$ cat config.mk
export PLATFORM = sky130hd
export DESIGN_NAME = seg_scan_driver_flat
export DESIGN_NICKNAME = d
export VERILOG_FILES = /design/src/rtl/seg_scan_driver_pkg.sv /design/src/rtl/seg_scan_driver_if.sv /design/src/rtl/seg_scan_driver_blink_gen.sv /design/src/rtl/seg_scan_driver.sv /design/src/flat_wrapper.sv
export SDC_FILE = /design/constraint.sdc
export NUM_CORES = 1
export LEC_CHECK = 0
export ABC_AREA = 1
export CAP_MARGIN = 20
export CORE_UTILIZATION = 45
export CTS_BUF_LIST = sky130_fd_sc_hd__clkbuf_2
export CTS_CLUSTER_SIZE = 28
export DETAILED_ROUTE_END_ITERATION = 8
export GPL_TIMING_DRIVEN = 0
export PLACE_DENSITY_LB_ADDON = 0.15
export REMOVE_ABC_BUFFERS = 1
export SKIP_CTS_REPAIR_TIMING = 1
export SLEW_MARGIN = 5
export SYNTH_ARGS = -nofsm -noshare
export SYNTH_HDL_FRONTEND = slang
export SYNTH_SLANG_ARGS = --single-unit
export TNS_END_PERCENT = 50
$ cat constraint.sdc
create_clock -name clk_1khz_i -period 2.3 [get_ports clk_1khz_i]
set_clock_uncertainty 0.2 [all_clocks]
set_input_delay 0.23 -clock clk_1khz_i [delete_from_list [all_inputs] [get_ports clk_1khz_i]]
set_output_delay 0.23 -clock clk_1khz_i [all_outputs]
set_load 0.005 [all_outputs]
$ cat src/rtl/seg_scan_driver_pkg.sv
// Shared scoreboard display definitions: scan-slot encoding and segment constants.
package seg_scan_driver_pkg;

    typedef enum logic [1:0] {
        ST_TENS  = 2'd0,
        ST_GAP_A = 2'd1,
        ST_ONES  = 2'd2,
        ST_GAP_B = 2'd3
    } scan_state_e;

    localparam logic [6:0] SEG_ZERO  = 7'h3F;
    localparam logic [6:0] SEG_BLANK = 7'h00;

    // Slot order TENS, GAP_A, ONES, GAP_B; gaps are skipped when the build has none.
    function automatic scan_state_e next_slot(input scan_state_e s, input bit has_gap);
        scan_state_e n;
        case (s)
            ST_TENS:  n = has_gap ? ST_GAP_A : ST_ONES;
            ST_GAP_A: n = ST_ONES;
            ST_ONES:  n = has_gap ? ST_GAP_B : ST_TENS;
            default:  n = ST_TENS;
        endcase
        return n;
    endfunction

endpackage

$ cat src/rtl/seg_scan_driver_if.sv
// Digit-pattern inputs and multiplexed display outputs of the scan driver.
interface seg_scan_driver_if;
    logic [6:0] seg_tens_i;
    logic [6:0] seg_ones_i;
    logic       blank_lz_i;
    logic       blink_i;
    logic [6:0] seg_o;
    logic [1:0] dig_en_o;
    logic       frame_o;

    modport master (
        output seg_tens_i, seg_ones_i, blank_lz_i, blink_i,
        input  seg_o, dig_en_o, frame_o
    );

    modport slave (
        input  seg_tens_i, seg_ones_i, blank_lz_i, blink_i,
        output seg_o, dig_en_o, frame_o
    );
endinterface

$ cat src/rtl/seg_scan_driver_blink_gen.sv
// Free-running blink phase counter; off_phase marks the dark half of each period.
module blink_gen #(
    parameter int BLINK_HALF = 250
) (
    input  logic clk,
    input  logic rst_ni,
    input  logic enable,
    output logic off_phase
);
    localparam int PERIOD = 2 * BLINK_HALF;
    localparam int BW     = (PERIOD > 1) ? $clog2(PERIOD) : 1;

    logic [BW-1:0] r_cnt;

    always_ff @(posedge clk or negedge rst_ni) begin
        if (!rst_ni)                        r_cnt <= '0;
        else if (!enable)                   r_cnt <= '0;
        else if (r_cnt == BW'(PERIOD - 1))  r_cnt <= '0;
        else                                r_cnt <= r_cnt + 1'b1;
    end

    // Counter value before the edge decides the slot, so phase 0 starts lit.
    assign off_phase = enable && (r_cnt >= BW'(BLINK_HALF));
endmodule

$ cat src/rtl/seg_scan_driver.sv
// Two-digit multiplexed 7-segment scanner with dark gaps, leading-zero blank and blink.
module seg_scan_driver
    import seg_scan_driver_pkg::*;
#(
    parameter int DWELL_CYCLES = 4,
    parameter int GAP_CYCLES   = 1,
    parameter int BLINK_HALF   = 250
) (
    input  logic               clk_1khz_i,
    input  logic               rst_ni,
    seg_scan_driver_if.slave   bus
);
    localparam int MAXC    = (DWELL_CYCLES > GAP_CYCLES) ? DWELL_CYCLES : GAP_CYCLES;
    localparam int CW      = $clog2(MAXC + 1);
    localparam bit HAS_GAP = (GAP_CYCLES > 0);
    localparam logic [CW-1:0] DWELL_LAST = CW'(DWELL_CYCLES - 1);
    localparam logic [CW-1:0] GAP_LAST   = CW'((GAP_CYCLES > 0) ? GAP_CYCLES - 1 : 0);

    scan_state_e   r_state, w_nxt;
    logic [CW-1:0] r_cnt, w_nxt_cnt, w_last;
    logic          r_run, w_enter;
    logic [6:0]    r_tens_sh, r_ones_sh, w_tens, w_ones;
    logic          r_blank_sh, w_blank;
    logic [6:0]    r_seg;
    logic [1:0]    r_dig;
    logic          r_frame;
    logic          w_off;

    blink_gen #(.BLINK_HALF(BLINK_HALF)) u_blink (
        .clk       (clk_1khz_i),
        .rst_ni    (rst_ni),
        .enable    (bus.blink_i),
        .off_phase (w_off)
    );

    // r_run stays low after reset so the first edge enters a fresh TENS slot.
    always_comb begin
        w_last    = (r_state == ST_TENS || r_state == ST_ONES) ? DWELL_LAST : GAP_LAST;
        w_nxt     = r_state;
        w_nxt_cnt = r_cnt + 1'b1;
        w_enter   = 1'b0;
        if (!r_run) begin
            w_nxt     = ST_TENS;
            w_nxt_cnt = '0;
            w_enter   = 1'b1;
        end else if (r_cnt == w_last) begin
            w_nxt     = next_slot(r_state, HAS_GAP);
            w_nxt_cnt = '0;
            w_enter   = (w_nxt == ST_TENS);
        end
        w_tens  = w_enter ? bus.seg_tens_i : r_tens_sh;
        w_ones  = w_enter ? bus.seg_ones_i : r_ones_sh;
        w_blank = w_enter ? bus.blank_lz_i : r_blank_sh;
    end

    always_ff @(posedge clk_1khz_i or negedge rst_ni) begin
        if (!rst_ni) begin
            r_state    <= ST_TENS;
            r_cnt      <= '0;
            r_run      <= 1'b0;
            r_tens_sh  <= SEG_BLANK;
            r_ones_sh  <= SEG_BLANK;
            r_blank_sh <= 1'b0;
            r_seg      <= SEG_BLANK;
            r_dig      <= 2'b00;
            r_frame    <= 1'b0;
        end else begin
            r_run   <= 1'b1;
            r_state <= w_nxt;
            r_cnt   <= w_nxt_cnt;
            r_frame <= w_enter;
            if (w_enter) begin
                r_tens_sh  <= bus.seg_tens_i;
                r_ones_sh  <= bus.seg_ones_i;
                r_blank_sh <= bus.blank_lz_i;
            end
            // Outputs follow the slot being entered; one state means at most one enable.
            r_dig <= 2'b00;
            r_seg <= SEG_BLANK;
            if (!w_off) begin
                case (w_nxt)
                    ST_TENS: if (!(w_blank && w_tens == SEG_ZERO)) begin
                        r_dig <= 2'b10;
                        r_seg <= w_tens;
                    end
                    ST_ONES: begin
                        r_dig <= 2'b01;
                        r_seg <= w_ones;
                    end
                    default: ;
                endcase
            end
        end
    end

    assign bus.seg_o    = r_seg;
    assign bus.dig_en_o = r_dig;
    assign bus.frame_o  = r_frame;
endmodule

$ cat src/flat_wrapper.sv
// flat-port wrapper written by rule: the top's interface ports become plain ports
module seg_scan_driver_flat import seg_scan_driver_pkg::*;
#(
    parameter int DWELL_CYCLES = 4,
    parameter int GAP_CYCLES   = 1,
    parameter int BLINK_HALF   = 250
)
  (clk_1khz_i, rst_ni, bus_seg_tens_i, bus_seg_ones_i, bus_blank_lz_i, bus_blink_i, bus_seg_o, bus_dig_en_o, bus_frame_o);
  seg_scan_driver_if bus_i ();
  input  logic clk_1khz_i;
  input  logic rst_ni;
  input wire logic [$bits(bus_i.seg_tens_i)-1:0] bus_seg_tens_i;
  input wire logic [$bits(bus_i.seg_ones_i)-1:0] bus_seg_ones_i;
  input wire logic [$bits(bus_i.blank_lz_i)-1:0] bus_blank_lz_i;
  input wire logic [$bits(bus_i.blink_i)-1:0] bus_blink_i;
  output wire logic [$bits(bus_i.seg_o)-1:0] bus_seg_o;
  output wire logic [$bits(bus_i.dig_en_o)-1:0] bus_dig_en_o;
  output wire logic [$bits(bus_i.frame_o)-1:0] bus_frame_o;
  assign bus_i.seg_tens_i = bus_seg_tens_i;
  assign bus_i.seg_ones_i = bus_seg_ones_i;
  assign bus_i.blank_lz_i = bus_blank_lz_i;
  assign bus_i.blink_i = bus_blink_i;
  assign bus_seg_o = bus_i.seg_o;
  assign bus_dig_en_o = bus_i.dig_en_o;
  assign bus_frame_o = bus_i.frame_o;
  seg_scan_driver #(.DWELL_CYCLES(DWELL_CYCLES), .GAP_CYCLES(GAP_CYCLES), .BLINK_HALF(BLINK_HALF)) u_core (.clk_1khz_i(clk_1khz_i), .rst_ni(rst_ni), .bus(bus_i));
endmodule
## After elaboration in Yosys (flattened, before gate mapping)

Cells that the tools add are included.
W data, S select, Z words.

- Flip-flop bits (word level): 40
- Input port bits: 18
- Word-level logic and storage cells: 46

- $add $sub $neg: 2
- Order comparisons: 1
- Equal/unequal tests: 6
- Muxes and demuxes: 21
- Reduce and logical (&&, ||, !) cells: 6

Operators by type and width:

| cell | count |
|---|---|
| $mux W7 | 4 |
| $mux W9 | 2 |
| $mux W2 | 7 |
| $pmux W7 S2 | 1 |
| $add A9 B1 Y9 const B | 1 |
| $eq A9 B9 Y1 const B | 1 |
| $ge A9 B8 Y1 const B | 1 |
| $eq A7 B6 Y1 const B | 1 |
| $logic_not A2 Y1 | 3 |
| $mux W3 | 2 |
| $pmux W2 S3 | 1 |
| $eq A2 B2 Y1 const B | 2 |
| $pmux W2 S2 | 1 |
| $add A3 B1 Y3 const B | 1 |
| $eq A3 B3 Y1 | 1 |
| $mux W1 | 3 |
| $eq A2 B1 Y1 const B | 1 |
| $logic_and A1 B1 Y1 | 2 |
| $logic_or A1 B1 Y1 | 1 |

## Logic depth before layout (Yosys ltp)

- Depth in word-level cells: 15
- Depth in mapped cells: 13
- Mapped depth without buffers: 12

## Hierarchy

From an unflattened synthesis, not the netlist that was laid out.

- Cell total of the unflattened synthesis: 197
- Area total of the unflattened synthesis: 1926.8 um^2

By module, submodules not included:

| module | instances | cells an instance | area each (um^2) |
|---|---|---|---|
| seg_scan_driver | 1 | 134 | 1417.6 |
| blink_gen | 1 | 63 | 509.2 |

## Worst setup path after synthesis

No wires, ideal clock.

- Path kind: flip-flop to flip-flop
- Start: register u_core.r_state[0]
- End: register u_core.r_seg[0] (netlist: u_core.bus.seg_o[0])
- Setup time: 136 ps
- Arrival time: 1448 ps
- Slack: 516 ps
- Stages on the path, launching flop included: 10
- Period minus slack after synthesis: 1784 ps
- Cells stage by stage: dfrtp_1 inv_2 nand3_2 nand2_4 nand3_4 nand2_4 buf_12 mux2_2 nand2_1 a21oi_1

RTL lines:

| item | RTL line | source |
|---|---|---|
| start: declaration | seg_scan_driver.sv:19 | `scan_state_e r_state, w_nxt;` |
| start signal: assignment | seg_scan_driver.sv:69 | `r_state <= w_nxt;` |
| $eq A2 B2 Y1, or another cell as far along | seg_scan_driver_pkg.sv:17, seg_scan_driver.sv:38 |  |
| $pmux W2 S3 | seg_scan_driver_pkg.sv:17 | `case (s)` |
| $mux W2 | seg_scan_driver.sv:46 | `end else if (r_cnt == w_last) begin` |
| $mux W2 | seg_scan_driver.sv:42 | `if (!r_run) begin` |
| $logic_not A2 Y1 | seg_scan_driver.sv:49 | `w_enter = (w_nxt == ST_TENS);` |
| $mux W1 (*) | seg_scan_driver.sv:46 |  |
| $mux W1 (*) | seg_scan_driver.sv:42 |  |
| net u_core.w_enter | seg_scan_driver.sv:21 | `logic r_run, w_enter;` |
| $mux W7 (*) | seg_scan_driver.sv:52 | `w_ones = w_enter ? bus.seg_ones_i : r_ones_sh;` |
| net u_core.w_ones[0] | seg_scan_driver.sv:22 | `logic [6:0] r_tens_sh, r_ones_sh, w_tens, w_ones;` |
| $pmux W7 S2 (*) | seg_scan_driver.sv:81 | `case (w_nxt)` |
| $mux W7 (*) | seg_scan_driver.sv:80 | `if (!w_off) begin` |
| end signal: assignment | seg_scan_driver.sv:84 | `r_seg <= w_tens;` |
| end signal: assignment | seg_scan_driver.sv:88 | `r_seg <= w_ones;` |
| end: declaration | seg_scan_driver.sv:24 | `logic [6:0] r_seg;` |

Mark *: on every way through the listed nets, which the timed path passes. The rest lies on a longest branch. The select of a mux whose other input is x is not followed.

## Worst setup path in the final report

- Start: register u_core.r_state[0]
- End: register u_core.r_seg[2] (netlist: u_core.bus.seg_o[2])

- Longest elaborated chain between the ends: 13

RTL lines:

| item | RTL line | source |
|---|---|---|
| $eq A2 B2 Y1, or another cell as far along | seg_scan_driver_pkg.sv:17, seg_scan_driver.sv:38 |  |
| $pmux W2 S3 | seg_scan_driver_pkg.sv:17 |  |
| $mux W2 | seg_scan_driver.sv:46 |  |
| $mux W2 | seg_scan_driver.sv:42 |  |
| $logic_not A2 Y1 | seg_scan_driver.sv:49 |  |
| $mux W1 (*) | seg_scan_driver.sv:46 |  |
| $mux W1 (*) | seg_scan_driver.sv:42 |  |
| $mux W7 (*) | seg_scan_driver.sv:51 | `w_tens = w_enter ? bus.seg_tens_i : r_tens_sh;` |
| net u_core.w_tens[0] | seg_scan_driver.sv:22 |  |
| $eq A7 B6 Y1 (*) | seg_scan_driver.sv:82 | `ST_TENS: if (!(w_blank && w_tens == SEG_ZERO)) begin` |
| $logic_and A1 B1 Y1 (*) | seg_scan_driver.sv:82 |  |
| $mux W7 (*) | seg_scan_driver.sv:82 |  |
| $pmux W7 S2 (*) | seg_scan_driver.sv:81 |  |
| $mux W7 (*) | seg_scan_driver.sv:80 |  |

Marks and branches as above.

==> results.toml <==
[placement]
gp_congestion = 0.742
placed_cells = 256
io_buffers = 27
dpl.hpwl_mm = 2.44
pre_cts_ws_ns = 0.178

[synth]
ys_types = 33
synth_area_sq_um = 1860
synth_seq_cells = 40
yosysWarnings = 0
synth_top_area_frac = 0.537
yosysTopAreaCell = "dfrtp_1"
synthTopCellsByArea = "dfrtp_1 54%, nand2_1 6.4%, nand3_1 5.1%, nand2_4 4.2%, ha_1 4.0%"
ys_seq_area_frac = 0.537
syn_inst = 181
avgSynthCellArea_sq_um = 10.3

[sta]
maxSlewViolCount = 0
fin_setup_tns_ns = 0
setup_violations = 0
hold_violations = 0
setup_ws_ns = 0.208
tightest_slew_ns = 0.868
relSlewSlack = 0.421
min_period_over_period = 0.910
fmax_ghz = 0.478
period_minus_slack_ns = 2.09
rsz0062_at_grt = "false"
hold-worst-slack_ns = 0.178

[die]
start_util = 0.466
die-area_sq_um = 4400
rows = 23
die_w_um = 66.3
io_pins = 28
die_h_um = 66.3
core_sq_um = 4000

[critical_path]
max_stage_delay_ns = 0.46
crit_required_ns = 2.39
cp-start-kind = "register"
critPathArrivalTime_ns = 2.18
reg2reg_setup_slack_ns = 0.21
cp_common_cell = "nand2_1"
worst-setup-path-type = "register to register"
slowest_stage = "dfrtp_1"
cp_max_fo = 16
crit_family = "simple AND/OR/NAND/NOR gates"
worstPathCellList = "inv_2, nand3_2, nand2_4, nand3_4, nand2_8, nand2_1, nand2_1, nand2_1, nor2_4, nand2_4, nand3_1, a21oi_1"
crit_path_end_kind = "register"
critPathBufInv = 1

[clock_network]
clockBufferDepth = 2
cts_tree = "built"
cts_root_buffer = "clkbuf_2"
worstSkewPairLatency_ns = 0.40
ctsHtreeMaxLevel = 2
clock-sinks = 40
path_clk_slew_ns = 0.20
numCtsBuffers = 5

[routing]
route.detailed.drc = 0
viasPerCell = 4.99
ant_nets = 0
vias = 1323
dr.pass1.iters = 4
finalWirelength_mm = 3.55
detail_route.wl_per_cell_um = 13.4
drtIter0Drc = 30

[worst_hold_path]
holdCritPathClass = "input port to register"

[grt]
overflow = 0
grt_util_all_layers = 0.191
grt_pass1_wl_mm = 6.04
antenna_found_initial = 0
grt_pass1_vias = 1357
grt_max_degree = 41

[power]
leakage_nw = 1.06
power_density_nw_per_um2 = 798
max-vdd-ir-drop_mv = 0.384

[layout]
layout.cells.non_filler = 265
layout-drive-gt1-share = 0.177
finish.net_count = 238
fillerInstances = 350
area_growth_pct = 20.8
final_core_util = 0.562
num_antenna_cells = 0
layout_common_cells = "40 x dfrtp_1, 32 x nand2_1, 26 x clkdlybuf4s50_1"
final_common_cell = "dfrtp_1"

[run]
max_cap_violations = 0

[run_status]
status = "completed"
-- layer usage --
layer,wire [um],part of all wire,track usage
met5,0,0,0
met4,76,0.021,0.0957
met3,119,0.034,0.0448
met2,1740,0.49,0.310
met1,1610,0.46,0.236
-- per-stage QoR --
| step | power [mW] | cell area [sq um] |
|---|---|---|
| floorplan | 1.16 | 1840 |
| global placement | 1.37 | 2170 |
| detailed placement | 1.39 | 2170 |
| CTS | 1.81 | 2230 |
| global route | 1.91 | 2250 |
| finish | 1.80 | 2250 |
-- synth_stat cells, drive strengths merged --
library cell and number:
nor4 1, o311ai 1, o21ai 1, a21oi 11, ha 6, nor3b 2
nand3b 1, nand4 1, mux2 6, a221oi 1, conb 1, buf 2
dfrtp 40, a22oi 1, inv 18, nand2 43, nor3 4, clkinv 1
nand3 22, nor2 15, xnor2 2, and3 1
-- worst min-delay path, stage by stage --
cell	delay [ns]
clkdlybuf4s50_1	0.40
nand2_1	0.07
nand2_1	0.07
-- worst paths after layout --
| kind | from | end | depth (start not counted) |
|---|---|---|---|
| max in group asynchronous | rst_ni | u_core.u_blink.r_cnt[0]$_DFF_PN0_ | 2 |
| min in group asynchronous | rst_ni | u_core.bus.frame_o$_DFF_PN0_ | 2 |
| hold reg to reg | u_core.u_blink.r_cnt[0]$_DFF_PN0_ | u_core.u_blink.r_cnt[0]$_DFF_PN0_ | 1 |
| setup / recovery | u_core.r_state[0]$_DFF_PN0_ | u_core.bus.seg_o[2]$_DFF_PN0_ | 12 |
| setup reg to reg | u_core.r_state[0]$_DFF_PN0_ | u_core.bus.seg_o[2]$_DFF_PN0_ | 12 |
| hold / removal | bus_seg_ones_i[6] | u_core.r_ones_sh[6]$_DFF_PN0_ | 3 |
-- cell families (layout without fill, tap and decap cells) --
kind of cell	count (synthesis)	count (layout)	share of synthesized area
DFF	40	40	0.537
and+or+nand+nor	90	90	0.269
other	1	1	0.00201
muxes	6	6	0.0363
buffers and inverters	21	55	0.0524
AOI/OAI and AO/OA	15	15	0.0537
adders and majority gates	6	6	0.0403
xor gates and xnor gates	2	2	0.00940
-- layout make-up --
class	instances	area (sq um)	share of cell area
tap	50	62.6	0.0278
clock buffer	6	30.0	0.0133
timing repair buffer	28	275	0.122
clock inverter	2	35.0	0.0156
sequential	40	1000	0.445
inverter	19	72.6	0.0323
multi-input combinational	120	773	0.344
-- state kept, by name, indices dropped and copies added, names as in the netlist --
| name | count |
|---|---|
| u_core.u_blink.r_cnt | 9 |
| u_core.bus.seg_o | 7 |
| u_core.r_ones_sh | 7 |
| u_core.r_tens_sh | 7 |
| u_core.r_cnt | 3 |
| u_core.bus.dig_en_o | 2 |
| u_core.r_state | 2 |
| u_core.bus.frame_o | 1 |
| u_core.r_blank_sh | 1 |
| u_core.r_run | 1 |
-- power by group --
part | switching (mW) | total [mW] | internal (mW) | leakage [nW]
Clock | 0.233 | 0.420 | 0.187 | 0.0430
Sequential | 0.0560 | 0.867 | 0.811 | 0.501
Combinational | 0.257 | 0.509 | 0.252 | 0.512
No activity file was read; power rests on OpenSTA's default activity.
